[src/rtl/marquee_lights_ctrl.sv]
// rtl/marquee_lights_ctrl.sv - running-light controller for the board LED bar
// A block of n lit LEDs steps every TICK_DIV clocks in rotate, bounce or hold mode.
module marquee_lights_ctrl #(
    parameter int LED_W    = 16,
    parameter int LEN_W    = 4,
    parameter int TICK_DIV = 100_000_000
) (
    input  logic             clk,
    input  logic             rst,
    input  logic             button,
    input  logic [LEN_W-1:0] len,
    input  logic [1:0]       mode,
    output logic [LED_W-1:0] led,
    output logic             running
);

    localparam int PW = (LED_W > 1) ? $clog2(LED_W) : 1;
    localparam int NW = $clog2(LED_W + 1);
    localparam int TW = $clog2(TICK_DIV);

    localparam logic [1:0] S_IDLE  = 2'd0;
    localparam logic [1:0] S_LOAD  = 2'd1;
    localparam logic [1:0] S_RUN   = 2'd2;
    localparam logic [1:0] S_PAUSE = 2'd3;

    localparam logic [1:0] M_ROT_L  = 2'b00;
    localparam logic [1:0] M_ROT_R  = 2'b01;
    localparam logic [1:0] M_BOUNCE = 2'b10;

    logic [1:0]       state;
    logic [NW-1:0]    n_r;
    logic [PW-1:0]    pos;
    logic             dir_up;
    logic [TW-1:0]    tick;
    logic [LEN_W-1:0] len_r;

    logic             sync1, sync2, sync3;
    logic             btn_rise;
    logic             tick_end;
    logic             len_changed;
    logic [NW-1:0]    n_calc;
    logic [NW-1:0]    lim;
    logic [PW-1:0]    pos_next;
    logic             dir_next;

    // Button is asynchronous: two flops to synchronise, a third for edge detect.
    always_ff @(posedge clk or negedge rst) begin
        if (!rst) begin
            sync1 <= 1'b0;
            sync2 <= 1'b0;
            sync3 <= 1'b0;
        end else begin
            sync1 <= button;
            sync2 <= sync1;
            sync3 <= sync2;
        end
    end

    assign btn_rise    = sync2 & ~sync3;
    assign tick_end    = (tick == TW'(TICK_DIV - 1));
    assign len_changed = (len != len_r);
    assign lim         = NW'(LED_W) - n_r;

    always_comb begin
        if (int'(len) + 1 >= LED_W) n_calc = NW'(LED_W);
        else                        n_calc = NW'(int'(len) + 1);
    end

    always_comb begin
        pos_next = pos;
        dir_next = dir_up;
        case (mode)
            M_ROT_L:  pos_next = (pos == PW'(LED_W - 1)) ? '0 : pos + 1'b1;
            M_ROT_R:  pos_next = (pos == '0) ? PW'(LED_W - 1) : pos - 1'b1;
            M_BOUNCE: begin
                // Rotating can leave the block past the bounce limit; snap back first.
                if (NW'(pos) > lim) begin
                    pos_next = PW'(lim);
                    dir_next = 1'b0;
                end else if (lim == '0) begin
                    pos_next = pos;
                end else if (dir_up) begin
                    if (NW'(pos) == lim) begin
                        pos_next = pos - 1'b1;
                        dir_next = 1'b0;
                    end else begin
                        pos_next = pos + 1'b1;
                    end
                end else begin
                    if (pos == '0) begin
                        pos_next = pos + 1'b1;
                        dir_next = 1'b1;
                    end else begin
                        pos_next = pos - 1'b1;
                    end
                end
            end
            default:  pos_next = pos;
        endcase
    end

    always_ff @(posedge clk or negedge rst) begin
        if (!rst) begin
            state  <= S_IDLE;
            n_r    <= NW'(1);
            pos    <= '0;
            dir_up <= 1'b1;
            tick   <= '0;
            len_r  <= '0;
        end else begin
            case (state)
                S_IDLE: begin
                    if (btn_rise) state <= S_LOAD;
                end
                S_LOAD: begin
                    n_r    <= n_calc;
                    len_r  <= len;
                    pos    <= '0;
                    dir_up <= 1'b1;
                    tick   <= '0;
                    state  <= S_RUN;
                end
                S_RUN: begin
                    if (len_changed) begin
                        state <= S_LOAD;
                    end else if (btn_rise) begin
                        state <= S_PAUSE;
                    end else if (tick_end) begin
                        tick   <= '0;
                        pos    <= pos_next;
                        dir_up <= dir_next;
                    end else begin
                        tick <= tick + 1'b1;
                    end
                end
                S_PAUSE: begin
                    if (len_changed)   state <= S_LOAD;
                    else if (btn_rise) state <= S_RUN;
                end
                default: state <= S_IDLE;
            endcase
        end
    end

    always_comb begin
        led = '0;
        if (state != S_IDLE) begin
            for (int i = 0; i < LED_W; i++) begin
                led[i] = (((i - int'(pos) + LED_W) % LED_W) < int'(n_r));
            end
        end
    end

    assign running = (state == S_RUN);

endmodule

[config.mk]
export PLATFORM = sky130hd
export DESIGN_NAME = marquee_lights_ctrl
export DESIGN_NICKNAME = d
export VERILOG_FILES = /design/src/rtl/marquee_lights_ctrl.sv
export SDC_FILE = /design/constraint.sdc
export NUM_CORES = 1
export LEC_CHECK = 0
export BUFFER_PORTS_ARGS = -buffer_cell sky130_fd_sc_hd__buf_2
export CORE_UTILIZATION = 35
export DETAILED_ROUTE_END_ITERATION = 12
export PLACE_DENSITY_LB_ADDON = 0.08
export RECOVER_POWER = 100
export REMOVE_ABC_BUFFERS = 1
export SLEW_MARGIN = 30
export SYNTH_ARGS = -nofsm -noshare
export SYNTH_HDL_FRONTEND = slang
export SYNTH_SLANG_ARGS = --single-unit
[constraint.sdc]
create_clock -name clk -period 2.8 [get_ports clk]
set_input_delay 0.28 -clock clk [delete_from_list [all_inputs] [get_ports clk]]
set_output_delay 0.28 -clock clk [all_outputs]
set_load 0.005 [all_outputs]
After elaboration in Yosys (flattened, before gate mapping)

Index checks and enable logic that the tools add are counted.

$add $sub $neg: 37
Magnitude comparators: 18
Eq/ne operators: 19
Muxes and demuxes: 34
Bitwise logic cells: 18
Reduce and logical (&&, ||, !) cells: 26

Operators by type and width:

| kind                                                                                 | count |
|---|---|
| 5-bit by 6-bit adder with 7-bit output, second input constant                        | 16 |
| 5-bit by 6-bit < comparator with 1-bit output                                        | 16 |
| 27-bit two-way mux                                                                   | 3 |
| 4-bit OR reduction                                                                   | 16 |
| 27-bit case mux with 2 select lines                                                  | 1 |
| 4-bit two-way mux                                                                    | 10 |
| 4-bit by 4-bit subtractor with 5-bit output, first input constant                    | 8 |
| 32-bit by 6-bit greater-or-equal comparator with 1-bit output, second input constant | 1 |
| 27-bit by 1-bit adder with 27-bit output, second input constant                      | 1 |
| 27-bit == test, second input constant                                                | 1 |
| 3-bit by 4-bit subtractor with 5-bit output, first input constant                    | 4 |
| 1-bit AND                                                                            | 17 |
| 16-bit two-way mux                                                                   | 1 |
| 4-bit case mux with 3 select lines                                                   | 1 |
| 6-bit AND reduction                                                                  | 2 |
| 2-bit two-way mux                                                                    | 5 |
| 1-bit by 4-bit subtractor with 5-bit output, first input constant                    | 2 |
| 2-bit by 4-bit subtractor with 5-bit output, first input constant                    | 2 |
| 1-bit two-way mux                                                                    | 9 |
| 2-bit case mux with 4 select lines                                                   | 1 |
| 4-bit case mux with 2 select lines                                                   | 1 |
| 2-bit == test, second input constant                                                 | 3 |
| 2-bit != test, second input constant                                                 | 3 |
| 3-bit != test, second input constant                                                 | 2 |
| 21 further kinds                                                                     | 26 |

Register bits after elaboration: 46
Input bits: 9
Output and inout bits: 17
Logic and storage cells: 161

Logic depth before layout (Yosys ltp)

Depth in word-level cells: 11
Mapped depth: 11
Mapped depth without buffers: 11

Worst setup path before layout

OpenSTA, ideal clock, no wires.

Path type: reg-to-reg
From: register n_r[0]
To: register pos[0]
Data arrival time: 2.722 ns
Data required time: 2.705 ns
Slack: -0.017 ns
Cell stages (with the launch flop): 12
Clock period less this slack: 2.817 ns
Cell sequence: dfstp_2 -> inv_1 -> ha_1 -> inv_1 -> ha_1 -> nor2b_1 -> o21ai_0 -> maj3_1 -> o21ai_1 -> mux2i_1 -> a21oi_1 -> o31ai_1

Word-level cells in the longest chain between the ends: 11
Elaborated cells on any way between the ends: 15

RTL lines:

| item                                     | RTL line | RTL |
|---|---|---|
| from (decl)                              | 31       | `logic [NW-1:0] n_r;` |
| from (signal assigned)                   | 116      | `n_r <= n_calc;` |
| 5-bit subtractor *                       | 62       | `assign lim = NW'(LED_W) - n_r;` |
| 4-bit by 5-bit == test with 1-bit output | 83       | `if (NW'(pos) == lim) begin` |
| 4-bit two-way mux                        | 83       |  |
| 4-bit two-way mux                        | 82       | `end else if (dir_up) begin` |
| 4-bit two-way mux                        | 80       | `end else if (lim == '0) begin` |
| 4-bit two-way mux                        | 77       | `if (NW'(pos) > lim) begin` |
| 4-bit case mux with 3 select lines       | 72       | `case (mode)` |
| 4-bit two-way mux                        | 128      | `end else if (tick_end) begin` |
| 4-bit two-way mux                        | 126      | `end else if (btn_rise) begin` |
| 4-bit two-way mux                        | 124      | `if (len_changed) begin` |
| 4-bit case mux with 2 select lines       | 111      | `case (state)` |
| to (signal assigned)                     | 130      | `pos <= pos_next;` |
| to (decl)                                | 32       | `logic [PW-1:0] pos;` |

Every way passes the cells marked *; elsewhere a longest branch is shown, timed or not. The select of a mux whose other input is x is not followed.
A chain may end at the register's enable or synchronous reset.

Worst setup path after layout

From: register pos[1]
To: output port led[2]

Word-level cells in the longest chain between the ends: 6

RTL lines:

| item                                            | RTL line | RTL |
|---|---|---|
| 2-bit by 4-bit subtractor with 5-bit output *   | 149      | `led[i] = (((i - int'(pos) + LED_W) % LED_W) < int'(n_r));` |
| 5-bit by 6-bit adder with 7-bit output *        | 149      |  |
| 4-bit OR reduction (no line)                    | --       |  |
| 1-bit AND (no line)                             | --       |  |
| 5-bit by 6-bit < comparator with 1-bit output * | 149      |  |
| 16-bit two-way mux *                            | 147      | `if (state != S_IDLE) begin` |
| to (decl)                                       | 13       | `output logic [LED_W-1:0] led,` |

Every way passes the cells marked *; elsewhere a longest branch is shown, timed or not.

==> metrics.md <==
| Metric | Value |
|---|---|
| Outcome | `finished clean` |
| Area leader, netlist | `dfrtp_1` |
| Worst Tran Pin Value | `1.16 ns` |
| Half-perimeter wire length after placement | `6660 microns` |
| RD Place Congestion | `0.777` |
| Relative slew slack | `0.227` |
| All-layer global routing usage | `0.163` |
| Wirelength per Cell | `14.0 microns` |
| R2R depth | `12` |
| Worst setup SP type | `flip-flop` |
| Setup slack on the worst flop-to-flop path | `0.16 ns` |
| Initial antenna violation count | `0` |
| Via count | `3161` |
| Cell count after placement | `616` |
| Fin. Hold Viols | `0` |
| Share of post-route cells with drive strength above 1 | `0.147` |
| Dominant synthesized flop cell | `dfrtp_1` |
| Core Region | `10400 sq um` |
| CP Max Fanout | `4` |
| Yosys warning count | `0` |
| First-pass GRT wire length | `14700 microns` |
| Sequential element share of the synthesized area | `0.304` |
| Leak | `2.02 nW` |
| CP Capture Type | `primary output` |
| Top Ports | `26` |
| Final Cycle Share | `0.941` |
| Gate Count Post-Synth | `452` |
| H-Tree Level Count | `2` |
| Post-Syn Area | `3790 sq um` |
| Clock Latency Late Sink | `0.30 ns` |
| Global route overflow | `0` |
| Slew Viols, Final | `0` |
| Synth top cells by count | `ha_1 (51), nor2_1 (51), dfrtp_1 (44)` |
| Post-synth cell types | `49` |
| Setup Viol. Count Final | `0` |
| Layout Cells excl Fill | `625` |
| Critical path's slowest cell | `dfrtp_2` |
| CTS tree | `done` |
| Post-synth EDFFs | `0` |
| Tmin final | `2.64 ns` |
| VDD IR max | `505 uV` |
| Root buf cell | `clkbuf_8` |
| Yosys top cell area share | `0.290` |
| Vias in the first global route | `3041` |
| PD cells | `913 nW/um^2` |
| Die width | `106 microns` |
| Starting Density | `0.364` |
| CTS buffer count | `5` |
| Post-synthesis register bit count | `46` |
| Site Rows | `37` |
| Final WL | `8780 microns` |
| Max incr delay on CP | `0.45 ns` |
| WP data arrival | `2.36 ns` |
| Vias/cell | `5.06` |
| Largest net degree at the start of global routing | `47` |
| Die ar. | `11300 sq um` |
| Max Freq | `379 MHz` |
| Ys async rst share | `1.00` |
| Antenna-violating nets left | `0` |
| Synth-to-Final Area Change | `13.9%` |
| DRT iter0 DRCs | `109` |
| Top post-synthesis cells by area | `dfrtp_1 (29%), ha_1 (17%), a21oi_1 (5.5%)` |
| Chip height | `106 microns` |
| Setup CP Type | `flip-flop to primary output` |
| Syn Area/Cell | `8.39 sq um` |
| Utilization after layout | `0.415` |
| Max-cap violations | `0` |
| Nets | `548` |
| Clk slew on worst S/H paths | `0.09 ns` |
| Design Power | `0.00394 W` |
| DR pass1 iterations | `4` |
| Hold Path Class | `input port to flip-flop` |
| Setup Skew | `0.0102 ns` |
| Clock buffer depth | `2` |
| Critical Path RT | `2.52 ns` |
| Clock Sinks | `46` |
| CP cell instances | `inv_2 > ha_1 > inv_1 > ha_1 > a21o_1 > a21o_1 > a21oi_1 > nor2_1 > nor2_1 > clkbuf_2` |
| Diode count | `0` |
| Worst Hold Depth | `1` |
| Drc violations | `0` |
| # port buffers | `25` |
| CTS Hold Bufs | `0` |
-- final timing paths --
path	start	to
max in group asynchronous	rst	pos[1]$_DFFE_PN0P_
worst max register to register	n_r[0]$_DFFE_PN1P_	pos[2]$_DFFE_PN0P_
min in group asynchronous	rst	tick[22]$_DFFE_PN0P_
worst min-delay path	button	sync1$_DFF_PN0_
worst min register to register	sync1$_DFF_PN0_	sync2$_DFF_PN0_
worst max-delay path	pos[1]$_DFFE_PN0P_	led[2]
-- critical path: cells and delay by family (launching register included) --
kind	cells	cell delay (ns)
simple gates	2	0.14
compound gates	3	0.60
fa+ha+maj	2	0.49
flops	1	0.45
buf+inv	3	0.37
-- cells by family after synthesis --
kind of cell	count (synthesis)	share of synthesized area
buf+inv	52	0.0531
flops	46	0.304
xor+xnor	33	0.0799
simple gates	148	0.189
mux	11	0.0304
compound gates	110	0.172
fa+ha+maj	52	0.171
-- where the power goes --
| group | leakage (nW) | switching [W] | internal, W |
|---|---|---|---|
| clock network | 0.0472 | 0.000231 | 0.000199 |
| registers | 0.606 | 0.0000795 | 0.000772 |
| logic | 1.37 | 0.00152 | 0.00115 |
-- per-stage QoR --
stage / hold slack, ns / TNS [ns] / area [sq um] / worst slack [ns]
final: 0.0859 / 0 / 4320 / 0.164
after global placement: 0.340 / 0 / 4170 / 0.147
after floorplan: -0.0156 / -0.0325 / 3720 / -0.0168
after CTS: 0.00138 / 0 / 4260 / 0.0416
after detailed placement: 0.334 / 0 / 4170 / 0.0991
after global routing: 0.0611 / -0.0176 / 4320 / -0.0176
-- layout make-up --
class                      count  area, sq um
fill                        1077         6100
sequential                    46         1150
clock buffer                   6         82.6
clock inverter                 2         12.5
tap                          136          170
timing repair buffer          46          273
inverter                      35          131
multi-input combinational    354         2490
-- what timing repair did --
action                                  in CTS  in global routing
endpoints found under the setup margin       0                 10
resized for setup                            0                 13
buffers inserted                             0                  1
-- registers in the layout (all words and copies together) (netlist names) --
| name | flops |
|---|---|
| dir_up | 1 |
| len_r | 4 |
| n_r | 5 |
| pos | 4 |
| state | 2 |
| sync1 | 1 |
| sync2 | 1 |
| sync3 | 1 |
| tick | 27 |
-- cell usage in the layout, fill, tap and decap left out, drive strengths merged, types with 2 or more instances in the layout --
master	instances
nor2	51
ha	51
dfrtp	44
a21oi	42
o21ai	38
nand2	36
inv	35
buf	30
clkbuf	22
xnor2	19
xor2	13
a21o	12
nand3	11
and3	8
nand4	8
or3	7
mux2i	7
nor3	6
mux2	4
o31ai	4
o21bai	3
nor4	3
nor3b	3
a31oi	3
nor2b	3
and4	2
nand2b	2
and2	2
a211oi	2
dfstp	2
or4	2
-- per-layer routing --
metal / vias to the layer above / GRT usage / share of wire
met1: 1497 / 0.224 / 0.52
met5: - / 0 / 0
li1: 1635 / - / -
met4: 0 / 0.0278 / 0.0054
met2: 25 / 0.276 / 0.45
met3: 4 / 0.0221 / 0.020
Power figures use the tool's default switching activity.
